**src/rtl/spi_flash_master_pkg.sv**
```systemverilog
// Shared definitions for the SPI flash master: FSM state encoding and the
// IO addresses used by the top-level decode and io_din mux.
package spi_flash_master_pkg;

  typedef enum logic [1:0] {
    ST_IDLE = 2'd0,
    ST_LOW  = 2'd1,
    ST_HIGH = 2'd2
  } state_t;

  localparam logic [15:0] adr_spi_data = 16'h0010;
  localparam logic [15:0] adr_spi_cs   = 16'h0011;

  localparam int unsigned BITS_PER_XFER = 8;

endpackage

```
**src/rtl/spi_clk_div.sv**
```systemverilog
// Half-period counter for the SPI master: terminal-count pulse, a sample-point
// pulse at a fixed count, and a synchronous clear used on every state change.
module spi_clk_div #(
  parameter int HALF_PERIOD = 2,
  parameter int SAMPLE_AT   = 1
) (
  input  logic i_clk,
  input  logic i_rst,
  input  logic i_en,
  input  logic i_clr,
  output logic o_tc,
  output logic o_sample
);

  localparam logic [7:0] TC_VAL  = 8'(HALF_PERIOD - 1);
  localparam logic [7:0] SMP_VAL = 8'(SAMPLE_AT);

  logic [7:0] r_cnt;

  always_ff @(posedge i_clk or posedge i_rst) begin
    if (i_rst)
      r_cnt <= '0;
    else if (i_clr)
      r_cnt <= '0;
    else if (i_en)
      r_cnt <= r_cnt + 8'd1;
  end

  assign o_tc     = i_en && (r_cnt == TC_VAL);
  assign o_sample = i_en && (r_cnt == SMP_VAL);

endmodule

```
**src/rtl/spi_flash_master.sv**
```systemverilog
// Byte-wide SPI mode-0 master for the configuration flash, MSB first.
// Build option SPI_MISO_SYNC_EN: 2-flop MISO synchroniser, sampled 2 cycles into SCK high.
//
// state   | meaning
// IDLE    | no transfer, SCK low, waiting for tx_wr
// LOW     | SCK low for HALF_PERIOD cycles, MOSI holds current bit
// HIGH    | SCK high for HALF_PERIOD cycles, then next bit or finish
module spi_flash_master
  import spi_flash_master_pkg::*;
#(
  parameter int   HALF_PERIOD = 2,
  parameter logic CS_IDLE     = 1'b1
) (
  input  logic       i_clk,
  input  logic       i_reset,
  input  logic       i_tx_wr,
  input  logic [7:0] i_tx_data,
  input  logic       i_cs_wr,
  input  logic       i_cs_data,
  output logic [7:0] o_rx_data,
  output logic       o_busy,
  output logic       o_spi_sck,
  output logic       o_spi_mosi,
  input  logic       i_spi_miso,
  output logic       o_spi_ssb
);

  if (HALF_PERIOD < 1 || HALF_PERIOD > 255) begin : g_hp_range
    $error("spi_flash_master: HALF_PERIOD must be in 1..255");
  end

`ifdef SPI_MISO_SYNC_EN
  if (HALF_PERIOD < 3) begin : g_hp_sync
    $error("spi_flash_master: HALF_PERIOD must be >= 3 with SPI_MISO_SYNC_EN");
  end
  // Synchronised MISO lags 2 cycles, so sampling at count 1 of HIGH sees the rising-edge value.
  localparam int     SAMPLE_AT = 1;
  localparam state_t SAMPLE_ST = ST_HIGH;
`else
  localparam int     SAMPLE_AT = HALF_PERIOD - 1;
  localparam state_t SAMPLE_ST = ST_LOW;
`endif

  state_t     r_state;
  state_t     w_state_nxt;
  logic [7:0] r_shift;
  logic [2:0] r_bit;
  logic [7:0] r_rx_data;
  logic       r_busy;
  logic       r_sck;
  logic       r_mosi;
  logic       r_ssb;
  logic       w_miso;

  logic w_tc;
  logic w_smp;
  logic w_div_en;
  logic w_div_clr;
  logic w_start;
  logic w_rise;
  logic w_fall;
  logic w_last;
  logic w_sample;

`ifdef SPI_MISO_SYNC_EN
  logic r_miso_s1;
  logic r_miso_s2;

  always_ff @(posedge i_clk or posedge i_reset) begin
    if (i_reset) begin
      r_miso_s1 <= 1'b0;
      r_miso_s2 <= 1'b0;
    end else begin
      r_miso_s1 <= i_spi_miso;
      r_miso_s2 <= r_miso_s1;
    end
  end

  assign w_miso = r_miso_s2;
`else
  assign w_miso = i_spi_miso;
`endif

  spi_clk_div #(
    .HALF_PERIOD (HALF_PERIOD),
    .SAMPLE_AT   (SAMPLE_AT)
  ) u_clk_div (
    .i_clk    (i_clk),
    .i_rst    (i_reset),
    .i_en     (w_div_en),
    .i_clr    (w_div_clr),
    .o_tc     (w_tc),
    .o_sample (w_smp)
  );

  always_ff @(posedge i_clk or posedge i_reset) begin
    if (i_reset)
      r_state <= ST_IDLE;
    else
      r_state <= w_state_nxt;
  end

  always_comb begin
    w_state_nxt = r_state;
    case (r_state)
      ST_IDLE: if (i_tx_wr) w_state_nxt = ST_LOW;
      ST_LOW:  if (w_tc)    w_state_nxt = ST_HIGH;
      ST_HIGH: if (w_tc)    w_state_nxt = (r_bit == 3'd7) ? ST_IDLE : ST_LOW;
      default:              w_state_nxt = ST_IDLE;
    endcase
  end

  always_comb begin
    w_start   = 1'b0;
    w_rise    = 1'b0;
    w_fall    = 1'b0;
    w_last    = 1'b0;
    w_sample  = 1'b0;
    w_div_en  = 1'b0;
    case (r_state)
      ST_IDLE: w_start = i_tx_wr;
      ST_LOW: begin
        w_div_en = 1'b1;
        w_rise   = w_tc;
      end
      ST_HIGH: begin
        w_div_en = 1'b1;
        w_fall   = w_tc;
        w_last   = w_tc && (r_bit == 3'd7);
      end
      default: ;
    endcase
    w_sample  = (r_state == SAMPLE_ST) && w_smp;
    w_div_clr = w_start || w_rise || w_fall;
  end

  // MISO enters the LSB as the shift happens; MOSI is re-loaded from bit 7 on the falling edge.
  always_ff @(posedge i_clk or posedge i_reset) begin
    if (i_reset) begin
      r_shift   <= '0;
      r_bit     <= '0;
      r_rx_data <= '0;
      r_busy    <= 1'b0;
      r_sck     <= 1'b0;
      r_mosi    <= 1'b0;
      r_ssb     <= CS_IDLE;
    end else begin
      if (i_cs_wr)
        r_ssb <= i_cs_data;
      if (w_start) begin
        r_shift <= i_tx_data;
        r_mosi  <= i_tx_data[7];
        r_busy  <= 1'b1;
        r_bit   <= '0;
      end
      if (w_rise)
        r_sck <= 1'b1;
      if (w_sample)
        r_shift <= {r_shift[6:0], w_miso};
      if (w_fall) begin
        r_sck <= 1'b0;
        if (w_last) begin
          r_rx_data <= r_shift;
          r_busy    <= 1'b0;
          r_mosi    <= 1'b0;
          r_bit     <= '0;
        end else begin
          r_mosi <= r_shift[7];
          r_bit  <= r_bit + 3'd1;
        end
      end
    end
  end

  assign o_rx_data  = r_rx_data;
  assign o_busy     = r_busy;
  assign o_spi_sck  = r_sck;
  assign o_spi_mosi = r_mosi;
  assign o_spi_ssb  = r_ssb;

endmodule

```
**config.mk**
```make
export PLATFORM = sky130hd
export DESIGN_NAME = spi_flash_master
export DESIGN_NICKNAME = d
export VERILOG_FILES = /design/src/rtl/spi_flash_master_pkg.sv /design/src/rtl/spi_clk_div.sv /design/src/rtl/spi_flash_master.sv
export SDC_FILE = /design/constraint.sdc
export NUM_CORES = 1
export LEC_CHECK = 0
export CORE_ASPECT_RATIO = 1.2
export CORE_UTILIZATION = 37
export DETAILED_ROUTE_END_ITERATION = 6
export HOLD_SLACK_MARGIN = 0.06
export PLACE_DENSITY = 0.66
export SYNTH_ARGS = -nofsm -noshare
export SYNTH_HDL_FRONTEND = slang
export SYNTH_SLANG_ARGS = --single-unit
```
**constraint.sdc**
```tcl
create_clock -name i_clk -period 2.45 [get_ports i_clk]
set_clock_uncertainty 0.05 [all_clocks]
set_input_delay 0.49 -clock i_clk [delete_from_list [all_inputs] [get_ports i_clk]]
set_output_delay 0.49 -clock i_clk [all_outputs]
set_load 0.05 [all_outputs]
```
Yosys cells after proc, flatten, opt, wreduce, memory -nomap -nowiden
Cells that the tools add are included.
{ "totals": {"out_inout_bits": 12, "elab_cells": 56, "inputBits": 14, "ff_bits": 33} }
{ "op_classes": {"eq_ne": 7, "n_reduce_logical": 13, "mux": 25, "add_sub_neg": 2} }
{ "ops": {"columns": ["operator", "count"], "rows": [
  ["two-way mux 8 bit", 4],
  ["two-way mux 1 bit", 14],
  ["two-way mux 3 bit", 3],
  ["adder 8 x 1 -> 8 bit, second input constant", 1],
  ["equality test 8 x 1 -> 1 bit, second input constant", 1],
  ["nonzero test 2 bit", 4],
  ["two-way mux 2 bit", 3],
  ["inequality test 2 bit, second input constant", 3],
  ["case mux 2 bit (3 select lines)", 1],
  ["adder 3 x 1 -> 3 bit, second input constant", 1],
  ["equality test 3 bit, second input constant", 1],
  ["logical AND 1 bit", 3],
  ["AND reduction 3 bit", 1],
  ["equality test 2 x 1 -> 1 bit, second input constant", 1],
  ["equality test 2 bit, second input constant", 1],
  ["logical NOT 2 bit", 1],
  ["logical OR 1 bit", 2],
  ["AND reduction 2 bit", 1],
  ["OR reduction 2 bit", 1]
]} }

Depth between registers and ports, before layout
{ "depth": {"ltp_word": 8, "ltp_mapped": 6, "ltp_nobuf": 5} }

By module
Synthesis repeated with hierarchy kept, for this count alone.
{ "unflattened": {"cells_unflattened": 143, "hier_area_um2": 1619.1} }
{ "by_module_without_submodules": {"columns": ["mod", "cells_per_inst", "instances", "seq_area_each_um2", "area_per_inst_um2"], "rows": [
  ["spi_flash_master", 99, 1, 626.9, 1197.4],
  ["spi_clk_div", 44, 1, 200.2, 421.7]
]} }

Worst setup path before layout
Ideal clock, no wire load.
{ "synth_timing": {"path_type": "flip-flop to flip-flop", "from": "reg r_state[0]", "to": "reg r_rx_data[0], in the netlist o_rx_data[0]", "slack_ns": 0.302, "required_time_ns": 2.275, "arrival_ns": 1.973, "path_stages_with_launch": 7, "setup_time_ns": 0.125, "synth_period_minus_slack_ns": 2.148, "n_path_buf": 1, "cell_sequence": "dfrtp_1 -> inv_1 -> ha_1 -> clkbuf_1 -> nand4bb_1 -> nor3_4 -> mux2_2"} }
{ "synth_between": {"elab_chain_cells": 7, "word_cells_on_any_way": 9, "cone_classes": "2 x eq/ne; 3 x mux; 4 x reduce/logical"} }
{ "synth_lines": {"columns": ["element", "line_no", "source"], "rows": [
  ["start, declared", "spi_flash_master.sv:44", "state_t r_state;"],
  ["start signal, assigned", "spi_flash_master.sv:100", "r_state <= w_state_nxt;"],
  ["equality test 2 x 1 -> 1 bit or equality test 2 bit (tied branches)", "spi_flash_master.sv:120", "case (r_state)"],
  ["OR reduction 2 bit (no line)", null, null],
  ["two-way mux 1 bit", "spi_flash_master.sv:120", null],
  ["logical AND 1 bit", "spi_clk_div.sv:29", "assign o_tc = i_en && (r_cnt == TC_VAL);"],
  ["logical AND 1 bit", "spi_flash_master.sv:129", "w_last = w_tc && (r_bit == 3'd7);"],
  ["two-way mux 1 bit", "spi_flash_master.sv:120", null],
  ["AND reduction 2 bit (no line) (*)", null, null],
  ["end signal, assigned", "spi_flash_master.sv:163", "r_rx_data <= r_shift;"],
  ["end, declared", "spi_flash_master.sv:48", "logic [7:0] r_rx_data;"]
]} }
Mark *: on every way between the ends. The rest lies on a longest branch, timed or not.
A chain may end at the register's enable or synchronous reset.

Worst setup path after layout
{ "layout_timing": {"from": "reg r_ssb, in the netlist o_spi_ssb", "to": "out o_spi_ssb"} }
{ "layout_lines": {"columns": ["element", "line_no", "source"], "rows": [
  ["start, declared", "spi_flash_master.sv:52", "logic r_ssb;"],
  ["start signal, assigned", "spi_flash_master.sv:149", "r_ssb <= i_cs_data;"],
  ["end, declared", "spi_flash_master.sv:25", "output logic o_spi_ssb"]
]} }
No word-level cell between the ends.

==> impl_metrics.toml <==
[min_path]
hold_path_class = "reg2reg"
holdPathStages = 1
holdCritStartpoint = "r_bit[0]"
whs_endpoint = "r_bit[0]"

[yosys]
synth_top_family_by_area = "multiplexers"
ys_ff_latch = 33
synth_edf_count = 0
synth_cells = 136
yosysSeqAreaShare_pct = 50.38
synth_xor_xnor_area_share_pct = 2.134
netlist.area_leader.share_pct = 48.78
syn_avg_cell_area_sq_um = 12.07
ys_types = 34
yosys.area_share.simple_pct = 12.42
synth-compound-area-share_pct = 8.460
synthesis.area_sq_um = 1642
synth_warnings = 0
synthTopCellsByArea = "dfrtp_1 (49%), mux2_2 (16%), ha_1 (6.1%)"
ys.flop_type = "dfrtp_1"
yosys.area_share.adder_pct = 6.098
async_flop_share_pct = 100.0
synth_nets = 158
yosysTopAreaCell = "dfrtp_1"
synth.mux.area_fraction_pct = 18.22

[timing]
setup_violations = 0
finalHoldViolations = 0
slew_viol_final = 0
worst_pin_slew_ns = 0.5070
fin_crit_sh_pct = 88.29
slew-limit-headroom_pct = 66.10
layout_min_cycle_time_ns = 2.163
tns_ns = 0
grt_setup_unrepaired = "no"
fmax_mhz = 462.3

[clocking]
post_cts_buffers = 0
cts_buffers = 5
clock-root-buffer = "clkbuf_8"
cts.clk_slew.worst_paths_ns = 0.07
ctsResizeCount = 0
htreeDepth = 2
cts_tree = "built"
cts_hold_buf = 0
cts.path.max_buffers = 2
clk_latency_ns = 0.29
cts.sinks = 33

[critical_path]
critPathTopFamily = "buffers and inverters"
worst_ep_required_time_ns = 1.91
reg2reg_from = "r_state[1]"
cp-start-kind = "flop"
cp-end-kind = "output port"
path_cells = "clkdlybuf4s50_1"
r2r-end = "r_shift[6]"
crit_buf_inv = 1
arrival_ns = 1.62
crit_type = "reg2out"
rrSetupSlack_ns = 0.36
ff2ff_path_depth = 6
critPathMaxFanout = 2
slowest_stage = "clkdlybuf4s50_1"
cp_slowest_stage_delay_ns = 0.80

[global_route]
grt_max_degree = 34
antenna_found_initial = 0
grt_pass1_wl_um = 5727
first_global_vias = 1237
gr-total-overflow = 0
grt_usage_pct = 15.95

[layout]
num-nets-final = 194
diodes = 0
final_common_cell = "dfrtp_1"
nFillCells = 380
syn2layout_area_growth_pct = 28.81
drive_above_1_share_pct = 25.43
final_cell_mix = "dfrtp_1 (32), clkdlybuf4s50_1 (25), mux2_2 (23), inv_1 (8), ha_1 (8)"

[detailed_routing]
drtIter0Drc = 15
ant_nets = 0
dr.pass1.iters = 4
vias = 1160
drc = 0
wl_per_cell_um = 14.43
drt-total-wl_um = 3304
via_per_inst = 5.066

[floorplanning]
pin_count = 26
die_h_um = 74.97
rows = 26
die_w_um = 62.81
start_util_pct = 38.52
coreArea_sq_um = 4262
dieArea_sq_um = 4708

[placed_design]
routabilityCongestion = 0.7261
dpl.hpwl_um = 2431
io_buffers = 25

[power_and_ir_drop]
powerDensity_nw_per_um2 = 961.7
p_leak_uw = 0.0009435
power.total_uw = 2034
ir_drop_mv = 0.4610

[status]
status = "finished, final reports clean"

[run]
maxCapViolations = 0
## synthesized netlist by cell type, types with 2 or more instances
| master | count |
|---|---|
| dfrtp_1 | 32 |
| mux2_2 | 23 |
| ha_1 | 8 |
| inv_1 | 8 |
| a21oi_1 | 7 |
| nand2_1 | 7 |
| nor2_1 | 7 |
| mux2i_1 | 4 |
| nand4_1 | 4 |
| nand3_1 | 3 |
| o21ai_0 | 3 |
| or3_1 | 3 |
| xor2_1 | 3 |
| a211o_2 | 2 |
| nand2b_1 | 2 |
| o311ai_0 | 2 |
## power breakdown
group / switching [uW] / internal (uW)
clock: 216 / 304
combinational: 374 / 348
sequential: 119 / 673
total: 709 / 1320
## stage by stage
step                      hold WS, ns  utilization, %  setup slack, ns  instances  cell area (sq um)
final                          0.4516           49.62           0.2870        229               2115
after floorplan                0.4074               -           0.3025        136               1642
after global routing           0.4674           49.62           0.2015        229               2115
after CTS                      0.4583           49.62           0.2712        229               2115
after detailed placement       0.4419           46.92           0.3402        221               1999
after global placement         0.4429           46.92           0.3951        221               1999
## sequential cells by signal, summed over array words and instances, names as in the netlist
register and flops:
r_shift 8, u_clk_div.r_cnt 8, r_bit 3, r_state 2, o_spi_sck 1, o_rx_data 8
o_spi_ssb 1, o_busy 1, o_spi_mosi 1
## area by class of cell
type | count | area (sq um) | share of cell area [%]
Multi-Input combinational cell | 93 | 777.0 | 36.75
Timing Repair Buffer | 31 | 295.3 | 13.96
Tap cell | 56 | 70.07 | 3.314
Clock buffer | 5 | 68.82 | 3.254
Inverter | 8 | 30.03 | 1.420
Clock inverter | 3 | 46.29 | 2.189
Sequential cell | 33 | 827.0 | 39.11
## metal layers
metal	part of all wire, %	global-route usage [%]	up-vias
li1	-	-	565
met4	2.3	7.752	0
met2	54	28.74	13
met3	2.1	3.636	6
met1	41	18.10	576
met5	0	0	-
## worst max-delay path by stage
stage | slack (ns) | depth (start not counted) | startpoint | to
after global routing | 0.20 | 6 | r_state[0] | r_shift[3]
after CTS | 0.27 | 1 | o_spi_ssb | o_spi_ssb
after detailed placement | 0.34 | 6 | r_state[1] | r_shift[0]
after global placement | 0.40 | 4 | i_tx_wr | r_shift[3]
after floorplan | 0.30 | 6 | r_state[0] | o_rx_data[0]
final | 0.29 | 1 | o_spi_ssb | o_spi_ssb
## cell families after synthesis
| group | after synthesis |
|---|---|
| buffers and inverters | 10 |
| muxes | 27 |
| xor gates and xnor gates | 4 |
| AOI/OAI and AO/OA | 20 |
| DFF | 33 |
| adders and majority gates | 8 |
| and+or+nand+nor | 34 |
No activity file was read; power rests on OpenSTA's default activity.
